[config.mk]
export PLATFORM = sky130hd
export DESIGN_NAME = simon_3264_host_driver
export DESIGN_NICKNAME = d
export VERILOG_FILES = /design/src/rtl/simon_3264_host_driver.sv
export SDC_FILE = /design/constraint.sdc
export NUM_CORES = 1
export LEC_CHECK = 0
export ABC_AREA = 0
export CELL_PAD_IN_SITES_DETAIL_PLACEMENT = 1
export CELL_PAD_IN_SITES_GLOBAL_PLACEMENT = 1
export CORE_UTILIZATION = 25
export DETAILED_ROUTE_END_ITERATION = 16
export MAX_ROUTING_LAYER = met4
export PLACE_DENSITY_LB_ADDON = 0.1
export SLEW_MARGIN = 25
export SYNTH_ARGS = -nofsm -noshare
export SYNTH_HDL_FRONTEND = slang
export SYNTH_SLANG_ARGS = --single-unit
[constraint.sdc]
create_clock -name clk -period 4.13 [get_ports clk]
set_input_delay 0.826 -clock clk [delete_from_list [all_inputs] [get_ports clk]]
set_output_delay 0.826 -clock clk [all_outputs]
set_load 0.01 [all_outputs]
[src/rtl/simon_3264_host_driver.sv]
// Host-side master for the SIMON 32/64 core: input FIFO, key-load FSM and data FSM.
// Define SIMON_DRV_TIMEOUT_EN to enable the watchdog that drives the sticky err flag.
module simon_3264_host_driver #(
    parameter int unsigned N       = 16,
    parameter int unsigned M       = 4,
    parameter int unsigned DEPTH   = 4,
    parameter int unsigned TIMEOUT = 255
) (
    input  logic             clk,
    input  logic             R,
    input  logic             in_valid,
    output logic             in_ready,
    input  logic [2*N-1:0]   in_block,
    input  logic             in_enc_dec,
    input  logic             key_valid,
    output logic             key_ready,
    input  logic [M*N-1:0]   key_in,
    output logic             newData,
    output logic             newKey,
    output logic             enc_dec,
    output logic             readData,
    output logic [2*N-1:0]   plain,
    output logic [M*N-1:0]   key,
    input  logic             ldData,
    input  logic             ldKey,
    input  logic             doneData,
    input  logic [2*N-1:0]   cipher,
    output logic             out_valid,
    input  logic             out_ready,
    output logic [2*N-1:0]   out_block,
    output logic             out_enc_dec,
    output logic             key_loaded,
    output logic             err
);
    localparam int unsigned BW = 2 * N;
    localparam int unsigned KW = M * N;
    localparam int unsigned AW = $clog2(DEPTH);
    localparam int unsigned CW = AW + 1;

    if (DEPTH < 2 || (DEPTH & (DEPTH - 1)) != 0 || TIMEOUT == 0) begin : g_bad_param
        $error("simon_3264_host_driver: DEPTH must be a power of 2 >= 2 and TIMEOUT nonzero");
    end

    typedef enum logic [2:0] {D_IDLE, D_LOAD, D_RUN, D_READ, D_OUT} d_state_t;
    typedef enum logic {K_IDLE, K_LOAD} k_state_t;

    d_state_t d_state, d_nxt;
    k_state_t k_state, k_nxt;

    logic [BW:0]   mem [DEPTH];
    logic [AW-1:0] wr_ptr, rd_ptr;
    logic [CW-1:0] count;
    logic [BW:0]   head;
    logic          push, pop, tmo;

    logic [BW-1:0] plain_nxt, out_block_nxt;
    logic [KW-1:0] key_nxt;
    logic          enc_dec_nxt, new_data_nxt, new_key_nxt, key_loaded_nxt;
    logic          read_data_nxt, out_valid_nxt, out_enc_dec_nxt;

    assign in_ready  = (count != CW'(DEPTH));
    assign key_ready = (k_state == K_IDLE) && (d_state == D_IDLE);
    assign push      = in_valid && in_ready;
    assign head      = mem[rd_ptr];

    // FIFO storage; entry = {direction, block}
    always_ff @(posedge clk) begin
        if (push) mem[wr_ptr] <= {in_enc_dec, in_block};
    end

    always_ff @(posedge clk) begin
        if (R) begin
            wr_ptr <= '0;
            rd_ptr <= '0;
            count  <= '0;
        end else begin
            if (push) wr_ptr <= wr_ptr + AW'(1);
            if (pop)  rd_ptr <= rd_ptr + AW'(1);
            count <= count + CW'(push) - CW'(pop);
        end
    end

    // Next-state and next-output logic for both FSMs; key wins ties with data
    always_comb begin
        d_nxt           = d_state;
        k_nxt           = k_state;
        plain_nxt       = plain;
        enc_dec_nxt     = enc_dec;
        new_data_nxt    = newData;
        key_nxt         = key;
        new_key_nxt     = newKey;
        key_loaded_nxt  = key_loaded;
        read_data_nxt   = readData;
        out_valid_nxt   = out_valid;
        out_block_nxt   = out_block;
        out_enc_dec_nxt = out_enc_dec;
        pop             = 1'b0;

        case (k_state)
            K_IDLE: if (key_valid && key_ready) begin
                key_nxt     = key_in;
                new_key_nxt = 1'b1;
                k_nxt       = K_LOAD;
            end
            K_LOAD: if (ldKey) begin
                new_key_nxt    = 1'b0;
                key_loaded_nxt = 1'b1;
                k_nxt          = K_IDLE;
            end
        endcase

        case (d_state)
            D_IDLE: if (count != '0 && key_loaded && k_state == K_IDLE
                        && !(key_valid && key_ready)) begin
                plain_nxt    = head[BW-1:0];
                enc_dec_nxt  = head[BW];
                new_data_nxt = 1'b1;
                pop          = 1'b1;
                d_nxt        = D_LOAD;
            end
            D_LOAD: if (ldData) begin
                new_data_nxt = 1'b0;
                d_nxt        = D_RUN;
            end
            D_RUN: if (doneData) begin
                out_block_nxt   = cipher;
                out_enc_dec_nxt = enc_dec;
                read_data_nxt   = 1'b1;
                d_nxt           = D_READ;
            end
            D_READ: if (!doneData) begin
                read_data_nxt = 1'b0;
                out_valid_nxt = 1'b1;
                d_nxt         = D_OUT;
            end
            D_OUT: if (out_ready) begin
                out_valid_nxt = 1'b0;
                d_nxt         = D_IDLE;
            end
            default: d_nxt = D_IDLE;
        endcase

        if (tmo) begin
            new_data_nxt  = 1'b0;
            new_key_nxt   = 1'b0;
            read_data_nxt = 1'b0;
            d_nxt         = D_IDLE;
            k_nxt         = K_IDLE;
        end
    end

    always_ff @(posedge clk) begin
        if (R) begin
            d_state     <= D_IDLE;
            k_state     <= K_IDLE;
            plain       <= '0;
            enc_dec     <= 1'b0;
            newData     <= 1'b0;
            key         <= '0;
            newKey      <= 1'b0;
            key_loaded  <= 1'b0;
            readData    <= 1'b0;
            out_valid   <= 1'b0;
            out_block   <= '0;
            out_enc_dec <= 1'b0;
        end else begin
            d_state     <= d_nxt;
            k_state     <= k_nxt;
            plain       <= plain_nxt;
            enc_dec     <= enc_dec_nxt;
            newData     <= new_data_nxt;
            key         <= key_nxt;
            newKey      <= new_key_nxt;
            key_loaded  <= key_loaded_nxt;
            readData    <= read_data_nxt;
            out_valid   <= out_valid_nxt;
            out_block   <= out_block_nxt;
            out_enc_dec <= out_enc_dec_nxt;
        end
    end

`ifdef SIMON_DRV_TIMEOUT_EN
    localparam int unsigned TW = ($clog2(TIMEOUT + 1) > 8) ? $clog2(TIMEOUT + 1) : 8;

    logic [TW-1:0] tmo_cnt;
    logic          busy;

    // Cycles spent in the current handshake state; cleared on any state change
    assign busy = (k_state == K_LOAD) || (d_state == D_LOAD) ||
                  (d_state == D_RUN)  || (d_state == D_READ);
    assign tmo  = busy && (tmo_cnt == TW'(TIMEOUT));

    always_ff @(posedge clk) begin
        if (R) begin
            tmo_cnt <= '0;
            err     <= 1'b0;
        end else begin
            if (!busy || d_nxt != d_state || k_nxt != k_state) tmo_cnt <= '0;
            else                                                tmo_cnt <= tmo_cnt + TW'(1);
            if (tmo) err <= 1'b1;
        end
    end
`else
    assign tmo = 1'b0;
    assign err = 1'b0;
`endif

endmodule

# Yosys cells after proc, flatten, opt, wreduce, memory -nomap -nowiden
# Memory sizes are Yosys's and may differ from the RTL's. A register that Yosys moved wholly into a read port is not among the register bits.
# Cells that the tools add are included.
[totals]
inputBits = 137
elab_cells = 77
reg_bits = 113
output_inout_bits = 138
ramBits = 132
memories = 1
[memory_table]
columns = ["memory", "words", "width", "rd", "rd_clocked_by_memory_dff", "write_ports", "line", "text"]
rows = [
  ["mem", 4, 33, 1, 1, 1, "50", "logic [BW:0] mem [DEPTH];"],
]
[op_classes]
bitwise = 1
eq_ne = 12
muxes = 25
reduce_logical = 21
n_addsub = 4
[op_table]
columns = ["cell", "n"]
rows = [
  ["$mux W3", 5],
  ["$pmux W3 S5", 1],
  ["$mux W1", 14],
  ["$ne A2 B2 Y1 const B", 5],
  ["$pmux W1 S2", 5],
  ["$reduce_and A2 Y1", 5],
  ["$reduce_and A3 Y1", 3],
  ["$eq A3 B2 Y1 const B", 2],
  ["$logic_and A1 B1 Y1", 6],
  ["$reduce_bool A2 Y1", 3],
  ["$reduce_and A5 Y1", 1],
  ["$add A2 B1 Y2 const B", 2],
  ["$ne A2 B1 Y1 const B", 2],
  ["$add A3 B1 Y3", 1],
  ["$eq A3 B1 Y1 const B", 1],
  ["$eq A3 B3 Y1 const B", 1],
  ["$logic_not A3 Y1", 1],
  ["$ne A3 B3 Y1 const B", 1],
  ["$reduce_bool A3 Y1", 1],
  ["$sub A3 B1 Y3", 1],
  ["$logic_not A1 Y1", 1],
  ["$not A1 Y1", 1],
]

# Depth between registers and ports, before layout
[depth]
word_depth = 8
depth_mapped = 13

# Worst setup path after synthesis
# OpenSTA, ideal clock, no wires.
[synth_timing]
path_type = "reg-to-reg"
startpoint = "reg d_state[0]"
endpoint = "reg count[2]"
path_slack_ns = 1.691
t_arrival_ns = 2.311
setup_ns = 0.128
period_less_slack_ns = 2.439
stages_incl_launch_ff = 14
cell_sequence = "dfxtp_1 > buf_6 > or4_4 > buf_6 > clkinv_8 > nand3_1 > inv_2 > ha_1 > inv_1 > ha_1 > fa_1 > xnor2_1 > xnor2_1 > nor2_1"
[synth_between]
elab_chain_cells = 8
[synth_lines]
columns = ["element", "line", "text"]
rows = [
  ["start, declared", "47", "d_state_t d_state, d_nxt;"],
  ["start signal, assigned", "167", "d_state <= d_nxt;"],
  ["$logic_not A3 Y1 *", "62, 112", ""],
  ["$logic_and A1 B1 Y1", "62", "assign key_ready = (k_state == K_IDLE) && (d_state == D_IDLE);"],
  ["$logic_and A1 B1 Y1", "114", "&& !(key_valid && key_ready)) begin"],
  ["$logic_not A1 Y1", "114", ""],
  ["$logic_and A1 B1 Y1", "114", ""],
  ["$mux W1", "113", "D_IDLE: if (count != '0 && key_loaded && k_state == K_IDLE"],
  ["$mux W1 *", "112", "case (d_state)"],
  ["named net pop", "54", "logic push, pop, tmo;"],
  ["$sub A3 B1 Y3 *", "79", "count <= count + CW'(push) - CW'(pop);"],
  ["end signal, assigned", "79", ""],
  ["end, declared", "52", "logic [CW-1:0] count;"],
]
# Mark *: on every way through the listed nets, which the timed path passes. The rest lies on a longest branch.
# A chain may end at the register's enable or synchronous reset.

# Final worst setup path
[layout_timing]
startpoint = "reg d_state[2]"
endpoint = "out key_ready"
[layout_between]
elab_chain_cells = 2
[layout_lines]
columns = ["element", "line", "text"]
rows = [
  ["$logic_not A3 Y1", "62", ""],
  ["$logic_and A1 B1 Y1", "62", ""],
  ["end, declared", "16", "output logic key_ready,"],
]
# Every way passes these cells.

==> flow_summary.json <==
{
  "cts_setup_buffers": 0,
  "numCtsBuffers": 35,
  "ctsHoldBuffers": 0,
  "maxCapViolations": 0,
  "final_cells": 1679,
  "clock.fmax_mhz": 280.3,
  "nFillCells": 4510,
  "synth_top_cell_by_area": "edfxtp_1",
  "hold_violations": 0,
  "post_dp_cell_area_um2": 13780,
  "clock_path_buffers": 3,
  "rsz0062_at_grt": "no",
  "hold_path_class": "flip-flop to flip-flop",
  "netlist_instances": 871,
  "cp_data_required_time_ns": 3.30,
  "cts_tree": "yes",
  "startpoint_type": "flip-flop",
  "seq_area_um2": 6892,
  "path_cells": "or4_4 > clkinv_8 > clkdlybuf4s50_1",
  "track_usage": 0.1638,
  "slew_viol_final": 0,
  "status": "completed",
  "synthFlopType": "dfxtp_1",
  "holdCritStartpoint": "out_enc_dec",
  "synth_edf_count": 132,
  "yosys-top-cells-count": "dfxtp_1, a21oi_1, edfxtp_1",
  "antenna_found_initial": 4,
  "syn-cell-area_um2": 10640,
  "crit_slowest_cell": "or4_4",
  "reg2reg_setup_slack_ns": 1.00,
  "core-area_um2": 41950,
  "endpoint_kind": "output port",
  "vias": 8010,
  "dieArea_um2": 43370,
  "tightest_slew_ns": 0.8922,
  "p_per_area_nw_per_um2": 479.0,
  "crit_path_max_fanout": 36,
  "grt_max_degree": 67,
  "topRoutingLayerUsed": "met4",
  "grt_overflow": 0,
  "clkSinkCount": 278,
  "cts_resized": 0,
  "gp_congestion": 0.7175,
  "start_util": 0.2536,
  "insertion_delay_ns": 0.54,
  "synth_seq_cells": 278,
  "yosys_warnings": 0,
  "min_period_ns": 3.567,
  "arrival_ns": 2.74,
  "min_period_over_period": 0.8637,
  "finalSetupViolCount": 0,
  "wl_met1_um": 15790,
  "synthesis.nets": 1015,
  "yosysTopAreaCellShare": 0.3727,
  "tns_ns": 0,
  "grt_pass1_wl_um": 52460,
  "ir_drop_v": 0.0002356,
  "drc": 0,
  "synth_area_leaders": "edfxtp_1, dfxtp_1, mux4_2",
  "die_x_um": 208.3,
  "cts-root-buf": "clkbuf_16",
  "rr_startpoint": "d_state[1]",
  "skew_ns": 0.02157,
  "vias_per_cell": 4.771,
  "top_level_ports": 275,
  "route.met3.wl_um": 1908,
  "dp_hpwl_um": 20670,
  "dr.pass1.iters": 6,
  "whs_endpoint": "out_enc_dec",
  "totalWireLength_um": 34440,
  "fp-row-count": 75,
  "layout.nets": 1254,
  "path_clk_slew_ns": 0.06,
  "fin_util": 0.3549,
  "dp.cells": 1612,
  "port_buffers": 273,
  "drt-wirelength-per-cell_um": 20.51,
  "synth_area_per_cell_um2": 12.21,
  "crit_type": "flip-flop to output port",
  "drive_above_1_share": 0.1083,
  "power_mw": 7.132,
  "ys_seq_area_frac": 0.6475,
  "yosysUniqueCellTypes": 42,
  "grt_pass1_vias": 8289,
  "p_leak_nw": 4.811,
  "finalInstanceArea_um2": 14890,
  "die_height_um": 208.3,
  "multi_input_area_um2": 3309,
  "drt_iter0_drc": 354,
  "maxSlewHeadroom": 0.4052,
  "hold_depth": 2,
  "ant_nets": 0,
  "synth_most_common_cell": "dfxtp_1",
  "reg2reg_depth": 11,
  "htreeDepth": 2,
  "timing.rr.end": "count[2]",
  "wl_met2_um": 15920,
  "max_stage_delay_ns": 0.86,
  "synth-async-reset-ratio": 0,
  "areaGrowthSynthToFinish_pct": 39.97
}
-- metrics by stage --
step | setup slack, ns | hold slack [ns]
2_1_floorplan | 1.691 | 0.4805
3_3_place_gp | 0.9923 | 0.4416
3_5_place_dp | 0.9840 | 0.4476
4_1_cts | 0.5085 | 0.4557
5_1_grt | 0.4403 | 0.4774
6_report | 0.5628 | 0.4523
-- layout make-up --
class	instances	share of cell area
Antenna cell	4	0.0006723
Timing Repair Buffer	290	0.1919
Multi-Input combinational cell	496	0.2223
Clock inverter	10	0.006303
Inverter	9	0.003110
Tap cell	539	0.04530
Sequential cell	278	0.4629
Clock buffer	53	0.06748
-- report_power, final --
part	total [mW]	switching, mW	internal, mW	leakage (nW)
registers	3.16	0.0706	3.09	2.40
clock network	2.95	1.19	1.75	0.535
logic	1.03	0.630	0.398	1.88
total	7.13	1.89	5.24	4.81
-- worst max-delay path by stage --
stage,startpoint,depth (start not counted),end,slack [ns]
2_1_floorplan,key_valid,11,count[2],1.69
3_3_place_gp,d_state[1],11,count[2],0.99
3_5_place_dp,d_state[1],11,count[2],0.98
4_1_cts,d_state[2],3,key_ready,0.51
5_1_grt,d_state[2],3,key_ready,0.44
6_report,d_state[2],3,key_ready,0.56
-- per-layer routing --
metal | vias up | track usage
met5 | - | -
met4 | 0 | 0.05466
met3 | 51 | 0.04060
met2 | 231 | 0.2492
met1 | 3998 | 0.2125
li1 | 3730 | -
-- sequential cells by signal, summed over array words and instances (netlist names), 2 cells and up --
register / cells
count: 3
d_state: 3
out_block: 32
key: 64
mem: 132
plain: 32
wr_ptr: 2
rd_ptr: 2
-- critical path, delay by kind of cell (launching register included) --
family	cells	cell delay, ns
flip-flops	1	0.42
buffers and inverters	2	0.88
AND/OR/NAND/NOR	1	0.86
-- placed cells by master, fill, tap and decap left out, types with 34 or more instances in the layout --
| cell | Yosys | layout |
|---|---|---|
| clkbuf_16 | 0 | 36 |
| o31ai_1 | 34 | 34 |
| clkdlybuf4s50_1 | 0 | 272 |
| nand2_1 | 71 | 71 |
| edfxtp_1 | 132 | 132 |
| nand3_1 | 67 | 67 |
| nand4_1 | 34 | 34 |
| o21ai_0 | 68 | 68 |
| dfxtp_1 | 146 | 144 |
| a21oi_1 | 138 | 138 |
-- cell families after synthesis --
group / after synthesis / synth area share
AO/OA/AOI/OAI: 247 / 0.1262
XOR/XNOR: 2 / 0.001647
adder cells (fa/ha/maj): 7 / 0.008940
buffers and inverters: 97 / 0.04494
flip-flops: 278 / 0.6475
multiplexers: 35 / 0.07234
other: 1 / 0.0003526
AND/OR/NAND/NOR: 204 / 0.09811
Note: power is estimated with default switching activity, not from simulation.
